File: config.mk
export PLATFORM = sky130hd
export DESIGN_NAME = sequenciador_exibicao
export DESIGN_NICKNAME = d
export VERILOG_FILES = /design/src/rtl/mindfocus_pkg.sv /design/src/rtl/sequenciador_exibicao_contador_tempo.sv /design/src/rtl/sequenciador_exibicao.sv
export SDC_FILE = /design/constraint.sdc
export NUM_CORES = 1
export LEC_CHECK = 0
export BUFFER_PORTS_ARGS = -buffer_cell sky130_fd_sc_hd__buf_2
export CAP_MARGIN = 0
export CORE_MARGIN = 2
export CORE_UTILIZATION = 55
export DETAILED_ROUTE_END_ITERATION = 12
export PLACE_DENSITY = 0.85
export SLEW_MARGIN = 20
export SYNTH_ARGS = -nofsm -noshare
export SYNTH_HDL_FRONTEND = slang
export SYNTH_SLANG_ARGS = --single-unit
File: constraint.sdc
create_clock -name clock -period 5.31 [get_ports clock]
set_clock_uncertainty 0.2 [all_clocks]
set_input_delay 0.7965 -clock clock [delete_from_list [all_inputs] [get_ports clock]]
set_output_delay 0.7965 -clock clock [all_outputs]
set_load 0.01 [all_outputs]
File: src/rtl/mindfocus_pkg.sv
// Shared definitions for the mindfocus game datapath and controllers:
// state codes, bus widths and board timing defaults.
package mindfocus_pkg;

    localparam int unsigned ADDR_W     = 4;
    localparam int unsigned DATA_W     = 4;
    localparam int unsigned T_SHOW_DEF = 1000;
    localparam int unsigned T_GAP_DEF  = 250;

    // Enum values double as the db_estado codes shown on hexa7seg.
    typedef enum logic [2:0] {
        OCIOSO  = 3'd0,
        CARREGA = 3'd1,
        MOSTRA  = 3'd2,
        PAUSA   = 3'd3,
        FIM     = 3'd4
    } estado_t;

    function automatic logic [3:0] codigo_estado(input estado_t e);
        return {1'b0, e};
    endfunction

endpackage

File: src/rtl/sequenciador_exibicao_contador_tempo.sv
// Down-counter shared by the show and gap intervals; holds at zero and
// flags fim_tempo while the count is zero.
module contador_tempo #(
    parameter int unsigned W = 1
) (
    input  logic         clock,
    input  logic         reset,
    input  logic         carrega,
    input  logic         zera,
    input  logic [W-1:0] valor,
    output logic         fim_tempo
);

    logic [W-1:0] cont_q, cont_d;

    always_comb begin
        cont_d = cont_q;
        if (zera) begin
            cont_d = '0;
        end else if (carrega) begin
            cont_d = valor;
        end else if (cont_q != '0) begin
            cont_d = cont_q - W'(1);
        end
    end

    always_ff @(posedge clock or posedge reset) begin
        if (reset) begin
            cont_q <= '0;
        end else begin
            cont_q <= cont_d;
        end
    end

    assign fim_tempo = (cont_q == '0);

endmodule

File: src/rtl/sequenciador_exibicao.sv
// Plays the stored sequence (addresses 0..rodada) on the LEDs before each
// round: load, show for T_SHOW cycles, blank for T_GAP cycles, then pulse fim.
module sequenciador_exibicao
    import mindfocus_pkg::*;
#(
    parameter int unsigned T_SHOW = T_SHOW_DEF,
    parameter int unsigned T_GAP  = T_GAP_DEF
) (
    input  logic              clock,
    input  logic              reset,
    input  logic              iniciar_exib,
    input  logic              voltar,
    input  logic [ADDR_W-1:0] rodada,
    input  logic [DATA_W-1:0] mem_dado,
    output logic [ADDR_W-1:0] endereco,
    output logic [DATA_W-1:0] leds,
    output logic              ocupado,
    output logic              fim,
    output logic [3:0]        db_estado
);

    localparam int unsigned T_MAX = (T_SHOW > T_GAP) ? T_SHOW : T_GAP;
    localparam int unsigned TW    = (T_MAX > 1) ? $clog2(T_MAX) : 1;
    localparam logic [TW-1:0] V_SHOW = TW'(T_SHOW - 1);
    localparam logic [TW-1:0] V_GAP  = TW'(T_GAP - 1);

    estado_t           estado_q, estado_d;
    logic [ADDR_W-1:0] end_q, end_d;
    logic [ADDR_W-1:0] rod_q, rod_d;
    logic [DATA_W-1:0] leds_q, leds_d;

    logic              t_carrega;
    logic              t_zera;
    logic [TW-1:0]     t_valor;
    logic              fim_tempo;

    contador_tempo #(
        .W (TW)
    ) u_timer (
        .clock     (clock),
        .reset     (reset),
        .carrega   (t_carrega),
        .zera      (t_zera),
        .valor     (t_valor),
        .fim_tempo (fim_tempo)
    );

    always_comb begin
        estado_d  = estado_q;
        end_d     = end_q;
        rod_d     = rod_q;
        leds_d    = leds_q;
        t_carrega = 1'b0;
        t_zera    = 1'b0;
        t_valor   = '0;

        if (voltar) begin
            estado_d = OCIOSO;
            end_d    = '0;
            leds_d   = '0;
            t_zera   = 1'b1;
        end else begin
            unique case (estado_q)
                OCIOSO: begin
                    if (iniciar_exib) begin
                        rod_d    = rodada;
                        end_d    = '0;
                        estado_d = CARREGA;
                    end
                end
                CARREGA: begin
                    leds_d    = mem_dado;
                    t_carrega = 1'b1;
                    t_valor   = V_SHOW;
                    estado_d  = MOSTRA;
                end
                MOSTRA: begin
                    if (fim_tempo) begin
                        leds_d    = '0;
                        t_carrega = 1'b1;
                        t_valor   = V_GAP;
                        estado_d  = PAUSA;
                    end
                end
                PAUSA: begin
                    // Exit test before the increment keeps endereco from wrapping at 15.
                    if (fim_tempo) begin
                        if (end_q == rod_q) begin
                            estado_d = FIM;
                        end else begin
                            end_d    = end_q + ADDR_W'(1);
                            estado_d = CARREGA;
                        end
                    end
                end
                FIM: begin
                    estado_d = OCIOSO;
                end
                default: begin
                    estado_d = OCIOSO;
                end
            endcase
        end
    end

    always_ff @(posedge clock or posedge reset) begin
        if (reset) begin
            estado_q <= OCIOSO;
            end_q    <= '0;
            rod_q    <= '0;
            leds_q   <= '0;
        end else begin
            estado_q <= estado_d;
            end_q    <= end_d;
            rod_q    <= rod_d;
            leds_q   <= leds_d;
        end
    end

    assign endereco  = end_q;
    assign leds      = leds_q;
    assign ocupado   = (estado_q != OCIOSO);
    assign fim       = (estado_q == FIM);
    assign db_estado = codigo_estado(estado_q);

endmodule

## Yosys cells after proc, flatten, opt, wreduce, memory -nomap -nowiden

Cells that the tools add are included.

- $add $sub $neg: 2
- Equality and inequality tests: 9
- Muxes and demuxes: 24
- Bitwise gates (word level): 1
- Reduce and logical (&&, ||, !) cells: 11

Operators by type and width:

| cell | count |
|---|---|
| $mux W10 | 4 |
| $mux W4 | 6 |
| $pmux W10 S2 | 1 |
| $pmux W4 S2 | 2 |
| $mux W3 | 5 |
| $ne A3 B3 Y1 const B | 4 |
| $pmux W3 S4 | 1 |
| $reduce_bool A3 Y1 | 4 |
| $logic_not A10 Y1 | 1 |
| $reduce_bool A10 Y1 | 1 |
| $sub A10 B1 Y10 const B | 1 |
| $mux W8 | 1 |
| $eq A3 B2 Y1 const B | 2 |
| $reduce_and A3 Y1 | 2 |
| $add A4 B1 Y4 const B | 1 |
| $eq A4 B4 Y1 | 1 |
| $reduce_and A4 Y1 | 1 |
| $eq A3 B1 Y1 const B | 1 |
| $eq A3 B3 Y1 const B | 1 |
| $logic_not A3 Y1 | 1 |
| $mux W1 | 3 |
| $pmux W1 S2 | 1 |
| $reduce_and A2 Y1 | 1 |
| $not A1 Y1 | 1 |

- Flip-flop bits (word level): 25
- Input bits: 12
- Output and inout port bits: 14
- Word-level logic and storage cells: 52

## Depth between registers and ports, before layout

Gate-level depths: netlist (run 1).

- Word-level depth: 6
- Mapped depth: 8
- Depth with buffers taken out: 7

## Cells and area by module

From an unflattened synthesis (run 1), not the netlist that was laid out.

- Cell total of the unflattened synthesis: 147
- Area, all modules: 1427.6 um^2

Modules (own cells, without submodules):

| module | instances | cells each | area an instance (um^2) | sequential area each (um^2) |
|---|---|---|---|---|
| sequenciador_exibicao | 1 | 83 | 830.8 | 375.4 |
| contador_tempo | 1 | 64 | 596.8 | 250.2 |

## Worst setup path after synthesis (run 1)

Ideal clock, no wire load.

- Kind: register to output
- Start point: register estado_q[0]
- End point: output port ocupado
- Arrival time: 999 ps
- Required time: 4313 ps
- Setup slack: 3314 ps
- Stages on the path, launching flop included: 4
- Path buffers: 2
- Cells stage by stage: dfrtp_1 -> clkbuf_2 -> or3_1 -> buf_2

- Word-level cells in the longest chain between the ends: 1

RTL lines:

| item | RTL line | source |
|---|---|---|
| start: declaration | sequenciador_exibicao.sv:27 | `estado_t estado_q, estado_d;` |
| start signal: assignment | sequenciador_exibicao.sv:113 | `estado_q <= estado_d;` |
| $reduce_bool A3 Y1 | sequenciador_exibicao.sv:122 | `assign ocupado = (estado_q != OCIOSO);` |
| end: declaration | sequenciador_exibicao.sv:17 | `output logic ocupado,` |

Every way passes these cells.

## Final worst setup path (run 1)

- Start point: register estado_q[2]
- End point: output port ocupado

Same word-level chain as after synthesis.

==> results.sh, run 1 <==
export IMPL_dr_wl_met2_um=1422
export IMPL_clkTransAtPathRegs_ps=130
export IMPL_grt_overflow_total=0
export IMPL_fmax_mhz=402.6
export IMPL_drt_pass1_iterations=4
export IMPL_grtUsageTotal=0.2044
export IMPL_fillers=229
export IMPL_routed_wirelength_um=2952
export IMPL_yosys_top_cells_count="25 x dfrtp_1, 15 x nand2_1, 12 x a21oi_1, 11 x nor2_1"
export IMPL_synthMostInstantiatedCell="dfrtp_1"
export IMPL_finalSetupViolCount=0
export IMPL_hpwl_um=2150
export IMPL_cts_setup_buffers=0
export IMPL_grt_pass1_wl_um=5016
export IMPL_status="completed"
export IMPL_netlist_top_cells_area="dfrtp_1 43%, a21oi_1 4.1%, nand2_1 3.9%"
export IMPL_multiInputGateArea_um2=743.2
export IMPL_yosys_area_top_type="dfrtp_1"
export IMPL_p_per_area_mw_per_mm2=429.2
export IMPL_synthDistinctLibCells=46
export IMPL_cts_tree="built"
export IMPL_drc=0
export IMPL_fin_crit_sh=0.4678
export IMPL_drv_slew=0
export IMPL_clk_latency_ps=320
export IMPL_drtAntennaViolNets=0
export IMPL_synth_seq_cells=25
export IMPL_syn_cell_area_mm2=0.001448
export IMPL_initial_core_util=0.5843
export IMPL_syn2layout_area_growth_pct=8.816
export IMPL_detail_route_wl_per_cell_um=14.98
export IMPL_syn_nets=162
export IMPL_sequential_cell_area_um2=625.6
export IMPL_fp_dieW_um=55.31
export IMPL_worst_ir_drop_vdd_uv=262.8
export IMPL_fin_ws_ps=2826
export IMPL_drv_cap=0
export IMPL_dr_max_layer_used="met4"
export IMPL_critical_path_required_ps=4310
export IMPL_grt_max_degree=26
export IMPL_dr_wl_met3_um=141
export IMPL_yosys_warnings=0
export IMPL_clk_root_buffer_cell="clkbuf_4"
export IMPL_io_buffers=24
export IMPL_crit_type="reg2out"
export IMPL_die_area_mm2=0.003059
export IMPL_cellLeakagePower_nw=0.7133
export IMPL_core_region_area_mm2=0.002477
export IMPL_vias=1146
export IMPL_min_path_type="reg2reg"
export IMPL_fin_setup_tns_ps=0
export IMPL_hold_violations=0
export IMPL_die_y_um=55.31
export IMPL_cp_end_kind="output pin"
export IMPL_cts_max_path_buffers=2
export IMPL_htreeDepth=1
export IMPL_critPathLaunchType="register"
export IMPL_synth_seq_area_share=0.4322
export IMPL_rows=18
export IMPL_async_reset_ff_frac=1.000
export IMPL_ios=26
export IMPL_crit_path_max_fanout=8
export IMPL_gp_congestion=0.7997
export IMPL_pre_cts_ws_ps=3062
export IMPL_antenna_found_initial=0
export IMPL_cts_sinks=25
export IMPL_nNetsFinal=182
export IMPL_drive_gt1_frac=0.2695
export IMPL_cts_resized=0
export IMPL_syn_inst=148
export IMPL_wl_met1_um=1354
export IMPL_insertedDiodeCount=0
export IMPL_fin_crit_ps=2484
export IMPL_syn_avg_cell_area_um2=9.781
export IMPL_tightest_slew_ps=935.7
export IMPL_synth_flop_cell="dfrtp_1"
export IMPL_synth_top_cell_area_share=0.4322
export IMPL_via_per_inst=5.817
export IMPL_drtIter0Drc=40
export IMPL_rsz0062_at_grt="no"
export IMPL_cts_made_buffers=3
export IMPL_worstPathArrival_ps=1490
export IMPL_synth_edf_count=0
export IMPL_grt_pass1_vias=1079
export IMPL_ctsHoldBuffers=0
export IMPL_maxSlewHeadroom=0.3755
## power breakdown
group	total, mW	internal, mW	leakage (nW)	switching (mW)
Combinational	0.295	0.130	0.371	0.165
Sequential	0.294	0.237	0.327	0.0573
Clock	0.0871	0.0294	0.0150	0.0577
Total	0.676	0.396	0.713	0.280
## logic make-up (layout without fill, tap and decap cells)
group,count (synthesis),in the layout,synth area share
simple gates,58,58,0.2481
flops,25,25,0.4322
xor+xnor,7,7,0.04235
buf+inv,15,34,0.05445
fa+ha+maj,2,2,0.01728
other cells,1,1,0.002590
mux,7,7,0.05186
compound gates,33,33,0.1513
## layer usage
layer / up-vias / GRT usage
li1: 553 / -
met1: 551 / 0.2864
met2: 38 / 0.3163
met3: 4 / 0.03513
met4: 0 / 0.08014
met5: - / 0
## worst max-delay path, stage by stage (launching register included)
cell	delay, ps
dfrtp_1	500
or3_1	490
buf_2	180
## cell type report
type	instances	area share
Inverter	6	0.01430
Multi-Input combinational cell	108	0.4718
Tap cell	30	0.02383
Sequential cell	25	0.3971
Timing Repair Buffer	24	0.07625
Clock buffer	4	0.01668
## cell usage in the layout (no fill, tap or decap), types with 3 or more instances in the layout
master / n
nand2b_1: 3
dfrtp_1: 25
mux2i_1: 3
nor3_1: 4
clkbuf_4: 3
nand2_1: 15
nand3_2: 5
xor2_1: 3
nor2_1: 11
xnor2_1: 4
nand3_1: 4
buf_2: 24
inv_1: 6
a21oi_1: 12
a31oi_1: 5
o21ai_0: 6
## stage by stage
stage          area [um2]  instances  total power [mW]  hold WS [ps]  utilization
3_3_place_gp         1549        193            0.5724         295.6       0.6253
2_1_floorplan        1448        148            0.5320         285.6            -
3_5_place_dp         1549        193            0.5891         310.0       0.6253
5_1_grt              1575        197            0.7276         352.9       0.6359
6_report             1575        197            0.6761         338.4       0.6359
4_1_cts              1575        197            0.6757         340.5       0.6359
## final timing paths
path | startpoint | end | slack [ps] | cells after the start
hold reg to reg | rod_q[1] | rod_q[1] | 340 | 1
max in group asynchronous | reset | endereco[2] | 3890 | 2
hold / removal | rod_q[1] | rod_q[1] | 340 | 1
min in group asynchronous | reset | rod_q[1] | 460 | 2
setup reg to reg | u_timer.cont_q[0] | endereco[3] | 3020 | 7
setup / recovery | estado_q[2] | ocupado | 2830 | 2
## flip-flops by register name, indices dropped and copies added (netlist names)
register and flops:
endereco 4, u_timer.cont_q 10, leds 4, rod_q 4, estado_q 3
Power figures use the tool's default switching activity.
==> inputs of run 2 (changes only) <==
==> constraint.sdc (replaced) <==
create_clock -name clock -period 2.55 [get_ports clock]
set_clock_uncertainty 0.2 [all_clocks]
set_input_delay 0.3825 -clock clock [delete_from_list [all_inputs] [get_ports clock]]
set_output_delay 0.3825 -clock clock [all_outputs]
set_load 0.01 [all_outputs]
==> run 2 against run 1 <==
Final area grew 1.8%. First-iteration DRC count is 40% lower. Count of clock-buffer cells in the layout decreased by 1. Die area unchanged. Highest routed layer unchanged. Via count down 0.35%. Critical path depth grew 5. Sequential share of layout area decreased by 0.71 points.
==> results.sh, run 2 (same netlist as run 1, synthesis figures left out) <==
export IMPL_status="completed"
export IMPL_cts_tree="built"
export IMPL_drtIter0Drc=24
export IMPL_p_per_area_mw_per_mm2=875.2
export IMPL_cts_resized=0
export IMPL_syn2layout_area_growth_pct=10.80
export IMPL_worst_hold_path_num_cells=2
export IMPL_initial_core_util=0.5843
export IMPL_htreeDepth=1
export IMPL_crit_type="reg2reg"
export IMPL_power_mw=1.404
export IMPL_die_y_um=55.31
export IMPL_min_from="rodada[1]"
export IMPL_rr_startpoint="u_timer.cont_q[0]"
export IMPL_vias=1142
export IMPL_fin_util=0.6475
export IMPL_fp_dieW_um=55.31
export IMPL_cts_max_path_buffers=2
export IMPL_cts_made_buffers=3
export IMPL_rr_endpoint="leds[3]"
export IMPL_hpwl_um=2005
export IMPL_drtAntennaViolNets=0
export IMPL_routed_wirelength_um=2692
export IMPL_mostFrequentLayoutCell="dfrtp_1"
export IMPL_cp_end_kind="register"
export IMPL_ios=26
export IMPL_finalSetupViolCount=0
export IMPL_core_region_area_mm2=0.002477
export IMPL_ctsHoldBuffers=1
export IMPL_whs_endpoint="rod_q[1]"
export IMPL_largest_register="u_timer.cont_q"
export IMPL_fin_crit_sh=0.8828
export IMPL_cts_sinks=25
export IMPL_clk_latency_ps=330
export IMPL_critPathLaunchType="register"
export IMPL_min_path_type="in2reg"
export IMPL_fin_ws_ps=298.9
export IMPL_fin_setup_tns_ps=0
export IMPL_grt_pass1_vias=1139
export IMPL_crit_start="u_timer.cont_q[0]"
export IMPL_nNetsFinal=185
export IMPL_antenna_found_initial=0
export IMPL_fin_crit_ps=2251
export IMPL_gp_congestion=0.8716
export IMPL_worstPathArrival_ps=2260
export IMPL_drt_pass1_iterations=4
export IMPL_r2r_cells=7
export IMPL_worst_ir_drop_vdd_uv=648.4
export IMPL_detail_route_wl_per_cell_um=13.46
export IMPL_insertedDiodeCount=0
export IMPL_r2r_slack_ps=300
export IMPL_die_area_mm2=0.003059
export IMPL_largest_reg_flops=10
export IMPL_pre_cts_ws_ps=347.5
export IMPL_grtUsageTotal=0.1940
export IMPL_fmax_mhz=444.2
export IMPL_drive_gt1_frac=0.2824
export IMPL_drc=0
export IMPL_critical_path_required_ps=2550
export IMPL_layout_common_cells="25 x dfrtp_1, 24 x buf_2, 15 x nand2_1, 12 x a21oi_1, 11 x nor2_1"
export IMPL_rsz0062_at_grt="no"
export IMPL_clkTransAtPathRegs_ps=150
export IMPL_io_buffers=24
export IMPL_drv_slew=0
export IMPL_cts_setup_buffers=0
export IMPL_hold_violations=0
export IMPL_holdWs_ps=54.73
export IMPL_grt_overflow_total=0
export IMPL_crit_path_max_fanout=6
export IMPL_rows=18
export IMPL_via_per_inst=5.710
export IMPL_clk_root_buffer_cell="clkbuf_4"
export IMPL_grt_max_degree=26
export IMPL_drv_cap=0
export IMPL_grt_pass1_wl_um=4899
export IMPL_cellLeakagePower_nw=0.7266
[run 2: worst max path at each step]
| stage | endpoint | slack, ps |
|---|---|---|
| 6_report | leds[3] | 300 |
| 5_1_grt | leds[2] | 130 |
| 4_1_cts | leds[2] | 310 |
| 3_5_place_dp | leds[1] | 350 |
| 3_3_place_gp | leds[0] | 430 |
| 2_1_floorplan | leds[0] | 560 |
[run 2: worst max-delay path, cell delays in order (launching register included)]
cell and delay (ps):
dfrtp_1 440, inv_1 80, ha_1 190, nor3b_2 330, nand3_1 280, or2_1 420, nand3_2 110, a21oi_1 70
[run 2: layout make-up]
cell class,count,area [um2]
fill,208,873.3
multi-input combinational,108,743.2
sequential,25,625.6
timing repair buffer,27,145.1
tap,30,37.54
clock buffer,3,22.52
inverter,6,22.52
clock inverter,1,7.507
[run 2: report_power, final]
part,switching [mW],internal [mW],total [mW]
clock network,0.124,0.0602,0.184
logic,0.334,0.278,0.612
registers,0.114,0.494,0.608
[run 2: stage by stage]
step           cell area [um2]  std cells
2_1_floorplan             1448        148
3_3_place_gp              1564        195
3_5_place_dp              1564        195
4_1_cts                   1604        200
5_1_grt                   1604        200
6_report                  1604        200
[run 2: metal layers]
metal / global-route usage / wire [um] / vias to the layer above
met4: 0.06272 / 26 / 0
met2: 0.3248 / 1297 / 46
met3: 0.02810 / 166 / 2
met1: 0.2592 / 1202 / 526
li1: - / - / 568
met5: 0 / 0 / -
==> inputs of run 3 (changes only) <==
--- a/config.mk
+++ b/config.mk
@@ -7,10 +7,12 @@
 export LEC_CHECK = 0
 export BUFFER_PORTS_ARGS = -buffer_cell sky130_fd_sc_hd__buf_2
 export CAP_MARGIN = 0
+export CELL_PAD_IN_SITES_DETAIL_PLACEMENT = 1
+export CELL_PAD_IN_SITES_GLOBAL_PLACEMENT = 1
 export CORE_MARGIN = 2
-export CORE_UTILIZATION = 55
+export CORE_UTILIZATION = 42
 export DETAILED_ROUTE_END_ITERATION = 12
-export PLACE_DENSITY = 0.85
+export PLACE_DENSITY = 0.84
 export SLEW_MARGIN = 20
 export SYNTH_ARGS = -nofsm -noshare
 export SYNTH_HDL_FRONTEND = slang
==> run 3 against run 2 <==
Clock power about the same. Register-to-register slack got worse by 20 ps. Utilization decreased by 16 points. First-iteration DRC count unchanged. Sequential power increased by 0.7%. Hold slack improved by 6.2 ps. Global-route usage decreased by 0.40 points. Combinational power increased by 4.1%. Maximum frequency decreased by 0.78%.
==> results.sh, run 3 (same netlist as run 1, synthesis figures left out) <==
export IMPL_ios=26
export IMPL_grt_pass1_wl_um=5975
export IMPL_grt_overflow_total=0
export IMPL_layout_common_cells="25 x dfrtp_1, 24 x buf_2, 15 x nand2_1, 12 x a21oi_1, 11 x nor2_1"
export IMPL_cts_resized=0
export IMPL_gp_congestion=0.7918
export IMPL_insertedDiodeCount=0
export IMPL_antenna_found_initial=0
export IMPL_nNetsFinal=185
export IMPL_fmax_mhz=440.8
export IMPL_power_mw=1.433
export IMPL_holdWs_ps=60.91
export IMPL_p_per_area_mw_per_mm2=884.1
export IMPL_clk_root_buffer_cell="clkbuf_4"
export IMPL_min_path_type="in2reg"
export IMPL_grt_max_degree=26
export IMPL_mostFrequentLayoutCell="dfrtp_1"
export IMPL_die_area_mm2=0.003933
export IMPL_detail_route_wl_per_cell_um=15.01
export IMPL_worstPathArrival_ps=2280
export IMPL_hold_violations=0
export IMPL_cts_made_buffers=3
export IMPL_drv_cap=0
export IMPL_cellLeakagePower_nw=0.7276
export IMPL_fin_crit_sh=0.8897
export IMPL_routed_wirelength_um=3243
export IMPL_rows=21
export IMPL_hpwl_um=2427
export IMPL_placed_area_mm2=0.001584
export IMPL_critPathLaunchType="register"
export IMPL_drt_pass1_iterations=4
export IMPL_cts_max_path_buffers=2
export IMPL_clk_latency_ps=330
export IMPL_largest_reg_flops=10
export IMPL_drc=0
export IMPL_via_per_inst=5.426
export IMPL_largest_register="u_timer.cont_q"
export IMPL_core_region_area_mm2=0.003311
export IMPL_rsz0062_at_grt="no"
export IMPL_cts_sinks=25
export IMPL_fin_ws_ps=281.2
export IMPL_clkTransAtPathRegs_ps=140
export IMPL_grt_pass1_vias=1299
export IMPL_fin_setup_tns_ps=0
export IMPL_finalInstanceArea_mm2=0.001620
export IMPL_io_buffers=24
export IMPL_grtUsageTotal=0.1900
export IMPL_fp_dieW_um=62.71
export IMPL_fin_crit_ps=2269
export IMPL_crit_type="reg2reg"
export IMPL_htreeDepth=1
export IMPL_vias=1172
export IMPL_drive_gt1_frac=0.2765
export IMPL_pre_cts_ws_ps=300.3
export IMPL_status="completed"
export IMPL_worst_ir_drop_vdd_uv=432.7
export IMPL_drtIter0Drc=24
export IMPL_drv_slew=0
export IMPL_die_y_um=62.71
export IMPL_initial_core_util=0.4373
export IMPL_crit_path_max_fanout=6
export IMPL_drtAntennaViolNets=0
export IMPL_cp_end_kind="register"
export IMPL_critical_path_required_ps=2560
export IMPL_syn2layout_area_growth_pct=11.93
export IMPL_finalSetupViolCount=0
export IMPL_cts_tree="built"
[run 3: cell count changes in the layout (fill, tap and decap cells not counted)]
cell	change
clkinvlp_4	-1
clkbuf_1	+1
[run 3: worst paths after layout]
check | startpoint | to | slack [ps] | depth (start not counted)
setup / recovery | u_timer.cont_q[0] | leds[1] | 280 | 7
hold / removal | rodada[1] | rod_q[1] | 60 | 2
setup reg to reg | u_timer.cont_q[0] | leds[1] | 280 | 7
hold reg to reg | rod_q[2] | rod_q[2] | 330 | 1
max in group asynchronous | reset | endereco[2] | 1480 | 4
min in group asynchronous | reset | rod_q[3] | 420 | 4
[run 3: routing by layer]
metal,share of wire,GRT usage,vias up
met5,0,0,-
met4,0.030,0.08333,0
met3,0.034,0.03063,11
met2,0.53,0.3401,26
met1,0.41,0.2238,571
li1,-,-,564
[run 3: final cells by class]
type,count,area [um2]
Fill cell,404,1690
Multi-Input combinational cell,108,743.2
Sequential cell,25,625.6
Timing Repair Buffer,27,145.1
Tap cell,46,57.56
Clock buffer,4,26.28
Inverter,6,22.52
[run 3: report_power, final]
group / internal (mW) / switching [mW]
clock: 0.0614 / 0.123
sequential: 0.494 / 0.118
combinational: 0.280 / 0.356
[run 3: timing repair]
item / CTS / global route
hold endpoints to repair: 25 / 0
hold buffers: 1 / 0
buffers inserted: 0 / 0
[run 3: per-stage QoR]
step | utilization | cells
after CTS | 0.4894 | 216
after global routing | 0.4894 | 216
after floorplan | - | 148
after detailed placement | 0.4785 | 211
final | 0.4894 | 216
after global placement | 0.4785 | 211
[run 3: worst max-delay path, stage by stage, from the launching register on]
cell and delay (ps):
dfrtp_1 440, inv_1 80, ha_1 190, nor3b_2 320
nand3_1 290, or2_1 430, nand3_2 120, a21oi_1 80
